[src/rtl/barrier_release_sequencer.sv]
// barrier_release_sequencer: buffers barrier retire events and releases their wavefronts one per handshake, lowest wfid first.
module barrier_release_sequencer #(
  parameter int WF_PER_CU = 40,
  parameter int WFID_W    = 6,
  parameter int DEPTH     = 2
) (
  input  logic                 clk,
  input  logic                 rst,
  input  logic                 barrier_retire_en,
  input  logic [WF_PER_CU-1:0] barrier_retire_wf_bitmap,
  input  logic [31:0]          barrier_retire_pc,
  output logic                 rel_valid,
  input  logic                 rel_ready,
  output logic [WFID_W-1:0]    rel_wfid,
  output logic [31:0]          rel_pc,
  output logic                 rel_last,
  output logic                 seq_full,
  output logic                 seq_idle,
  output logic                 overflow_err
);
  localparam int AW = $clog2(DEPTH);
  localparam logic [AW:0] DEPTH_C = (AW+1)'(DEPTH);
  typedef enum logic {IDLE, DRAIN} state_e;
  state_e                state_q;
  logic [AW:0]           cnt_q;
  logic [AW-1:0]         wptr_q, rptr_q;
  logic [WF_PER_CU-1:0]  work_bm_q, fbm_q [DEPTH];
  logic [31:0]           work_pc_q, fpc_q [DEPTH];
  logic                  ovf_q;
  logic                  drain, empty, full, last, accept, pop, evt, push;
  logic [WF_PER_CU-1:0]  rest_bm;
  logic [WFID_W-1:0]     wfid;
  assign drain   = state_q == DRAIN;
  assign empty   = cnt_q == '0;
  assign full    = cnt_q == DEPTH_C;
  assign rest_bm = work_bm_q & (work_bm_q - WF_PER_CU'(1));
  assign last    = drain & ~|rest_bm;
  assign accept  = drain & rel_ready;
  // A pop on the final accept of an event loads the next one with no bubble.
  assign pop     = ~empty & (~drain | (accept & last));
  assign evt     = barrier_retire_en & |barrier_retire_wf_bitmap;
  assign push    = evt & (~full | pop);
  always_comb begin
    wfid = '0;
    for (int i = WF_PER_CU - 1; i >= 0; i--)
      if (work_bm_q[i]) wfid = WFID_W'(i);
  end
  always_ff @(posedge clk) begin
    if (!rst) begin
      state_q   <= IDLE;
      cnt_q     <= '0;
      wptr_q    <= '0;
      rptr_q    <= '0;
      work_bm_q <= '0;
      work_pc_q <= '0;
      ovf_q     <= 1'b0;
    end else begin
      cnt_q <= cnt_q + (AW+1)'(push) - (AW+1)'(pop);
      if (push) wptr_q <= wptr_q + AW'(1);
      if (pop) rptr_q <= rptr_q + AW'(1);
      if (evt & full & ~pop) ovf_q <= 1'b1;
      if (pop) begin
        work_bm_q <= fbm_q[rptr_q];
        work_pc_q <= fpc_q[rptr_q];
        state_q   <= DRAIN;
      end else if (accept) begin
        work_bm_q <= rest_bm;
        if (last) state_q <= IDLE;
      end
    end
  end
  always_ff @(posedge clk) begin
    if (push) begin
      fbm_q[wptr_q] <= barrier_retire_wf_bitmap;
      fpc_q[wptr_q] <= barrier_retire_pc;
    end
  end
  assign rel_valid    = drain;
  assign rel_wfid     = wfid;
  assign rel_pc       = drain ? work_pc_q : '0;
  assign rel_last     = last;
  assign seq_full     = full;
  assign seq_idle     = empty & ~drain;
  assign overflow_err = ovf_q;
endmodule

[config.mk]
export PLATFORM = sky130hd
export DESIGN_NAME = barrier_release_sequencer
export DESIGN_NICKNAME = d
export VERILOG_FILES = /design/src/rtl/barrier_release_sequencer.sv
export SDC_FILE = /design/constraint.sdc
export NUM_CORES = 1
export LEC_CHECK = 0
export ABC_AREA = 1
export BUFFER_PORTS_ARGS = -buffer_cell sky130_fd_sc_hd__buf_2
export CAP_MARGIN = 20
export CORE_MARGIN = 1
export CORE_UTILIZATION = 40
export DETAILED_ROUTE_END_ITERATION = 8
export GPL_ROUTABILITY_DRIVEN = 0
export SLEW_MARGIN = 20
export SYNTH_ARGS = -nofsm -noshare
export SYNTH_HDL_FRONTEND = slang
export SYNTH_SLANG_ARGS = --single-unit
[constraint.sdc]
create_clock -name clk -period 7.7 [get_ports clk]
set_clock_uncertainty 0.1 [all_clocks]
set_input_delay 1.925 -clock clk [delete_from_list [all_inputs] [get_ports clk]]
set_output_delay 1.925 -clock clk [all_outputs]
set_load 0.1 [all_outputs]
==> flow_metrics.py <==
metrics = {
    "cells_and_area": {
        "fillers": 2332,
        "nets": 1228,
        "area_delta_synth_final_pct": 17.0,
        "post_route_cells_drive_above_1_share": 0.161,
        "fin_cells": 1496,
        "design_area_um2": 11500,
    },
    "clocking": {
        "clk_path_buf_depth": 3,
        "clock-sinks": 223,
        "htree_levels": 1,
        "cts_setup_buffers": 0,
        "clkTransAtPathRegs_ps": 60,
        "numCtsBuffers": 24,
        "insertion_delay_ps": 530,
        "cts_root_buffer": "clkbuf_16",
        "cts_resized": 0,
        "cts_tree": "yes",
        "hold_buffers": 0,
    },
    "critical_path": {
        "start_kind": "register",
        "cp_max_fo": 5,
        "cp_cell_sequence": "nor2_1, inv_1, nor2_2, inv_1, nor2_2, inv_2, nor2_2, nand2_2, nor2_1, nor2_1, nor4_1, nand2_1, nor4_1, nand2_1, or4_1, nor4_1, buf_2",
        "cp.buffers_inverters": 4,
        "cp_top_family": "simple AND/OR/NAND/NOR gates",
        "end_kind": "primary output",
        "max_stage_delay_ps": 500,
        "path_class": "reg -> out",
        "cp_slowest_cell": "buf_2",
        "worstPathArrival_ps": 3910,
        "required_ps": 5680,
    },
    "timing": {
        "setup-violations-final": 0,
        "relSlewSlack": 0.313,
        "hold_slack_ps": 377,
        "slew_viol_final": 0,
        "final.setup.tns_ps": 0,
        "period_needed_ps": 5930,
        "rsz0062_at_grt": "no",
        "finalCritPeriodShare": 0.771,
        "max_freq_mhz": 169,
        "finalHoldViolations": 0,
        "worst_pin_slew_ps": 1030,
    },
    "synth": {
        "synthesis.nets": 1122,
        "yosysSeqAreaShare": 0.601,
        "synth_top_area_cell": "edfxtp_1",
        "yosys_warnings": 0,
        "synth_area_per_cell_um2": 9.41,
        "syn_area_um2": 9830,
        "synth-edff-count": 144,
        "synth_area_leaders": "edfxtp_1 44%, dfxtp_1 16%, nand2_1 9.4%, inv_1 5.0%, a21oi_1 4.2%",
        "yosysTopAreaCellShare": 0.440,
        "synth_cells": 1045,
        "synth.distinct_cells": 37,
        "ys_seq_elements": 223,
        "synth-async-reset-ratio": 0,
        "synthFlopType": "edfxtp_1",
    },
    "flow_run": {
        "cap_violations": 0,
    },
    "die": {
        "die_area_um2": 25200,
        "die_h_um": 159,
        "core_area_um2": 24200,
        "start_util": 0.405,
        "die_width_um": 159,
        "rows": 57,
        "io_pins": 119,
    },
    "grt": {
        "grt_pass1_wl_um": 36500,
        "antenna_found_initial": 4,
        "grt_start_max_net_pins": 89,
        "grt_pass1_vias": 7242,
        "grt_overflow_total": 0,
        "grt_use_total": 0.180,
    },
    "route": {
        "firstDrtPassIters": 7,
        "num_vias": 7451,
        "wirelength_um": 22900,
        "drtAntennaViolNets": 0,
        "drtIter0Drc": 486,
        "wl_per_cell_um": 15.3,
        "avgViaCountPerCell": 4.98,
        "drcViolationCount": 2,
    },
    "min_path": {
        "min_path_type": "reg -> reg",
    },
    "place": {
        "placed_area_um2": 10700,
        "dp_cells": 1449,
        "io_buffer_count": 118,
        "dpl.hpwl_um": 14900,
    },
    "run_status": {
        "outcome": "complete, but fails checks",
        "violations": "design-rule violations",
    },
}
-- cell usage after synthesis (all sizes together), types with 13 or more instances --
library cell,instances
a21oi,83
a31oi,35
buf,18
clkbuf,29
dfxtp,79
edfxtp,144
inv,137
mux2i,39
nand2,250
nand3,20
nand4,13
nor2,79
nor4,21
o21ai,66
-- layer usage --
metal / global-route usage / wire, um / vias to the layer above
met3: 0.0434 / 1510 / 42
li1: - / - / 3755
met5: 0 / 13 / -
met2: 0.304 / 11000 / 222
met1: 0.224 / 9850 / 3430
met4: 0.0596 / 494 / 2
-- sequential cells by signal (all words and copies together), names as in the netlist, named ones only --
signal	flops
cnt_q	2
wptr_q	1
work_pc_q	32
fbm_q	80
work_bm_q	40
rel_valid	1
overflow_err	1
rptr_q	1
fpc_q	64
-- worst reg2reg max path, stage by stage, from the launching register on --
cell and delay, ps:
dfxtp_1 360, nor4_1 300, nand4_1 130, nor2_2 170, nand4_1 170, nor2_2 170, nand2_2 110, inv_2 90
a21oi_1 150, nor4_2 260, nand2_1 80, nor3_1 170, nand4_1 130, nor3_2 260, nand3_1 180, nand2_4 710
inv_2 370, nor2_1 170, inv_1 70, nand2_1 70, ha_1 150, xor2_1 140, inv_1 60, o21ai_0 160
a21oi_1 60
-- cells in the final DEF, fill, tap and decap left out, types with 24 or more instances in the layout --
cell	count
a31oi_1	35
clkbuf_16	24
nand2_1	246
nor2_1	67
o21ai_1	34
mux2i_1	39
dfxtp_1	78
o21ai_0	32
buf_2	118
inv_1	131
edfxtp_1	144
a21oi_1	83
-- cell type report --
cell class | instances | area (um^2) | area share
antenna | 3 | 7.51 | 0.000653
clock buffer | 33 | 644 | 0.0560
clock inverter | 11 | 166 | 0.0145
inverter | 138 | 518 | 0.0450
multi-input combinational | 637 | 3190 | 0.278
sequential | 223 | 5910 | 0.514
tap | 324 | 405 | 0.0352
timing repair buffer | 127 | 658 | 0.0572
-- cell families after synthesis --
logic type | Yosys count | share of synthesized area
simple gates | 399 | 0.173
flops | 223 | 0.601
compound gates | 197 | 0.108
buf+inv | 185 | 0.0765
mux | 39 | 0.0397
xor+xnor | 1 | 0.000891
fa+ha+maj | 1 | 0.00127
-- metrics by stage --
| stage | util | setup WS [ps] |
|---|---|---|
| 2_1_floorplan | - | 162 |
| 3_3_place_gp | 0.441 | 2420 |
| 3_5_place_dp | 0.441 | 2320 |
| 4_1_cts | 0.474 | 1760 |
| 5_1_grt | 0.474 | 1430 |
| 6_report | 0.474 | 1770 |
-- final timing paths --
kind / startpoint / endpoint / slack (ps) / cells past startpoint
setup reg to reg: work_bm_q[1] / cnt_q[1] / 2790 / 24
hold / removal: overflow_err / overflow_err / 380 / 1
setup / recovery: work_bm_q[8] / rel_last / 1770 / 17
hold reg to reg: overflow_err / overflow_err / 380 / 1
Power is left out: the tool's default activity adds up to more than one toggle a clock period on the data nets, which glitch-free logic cannot reach.
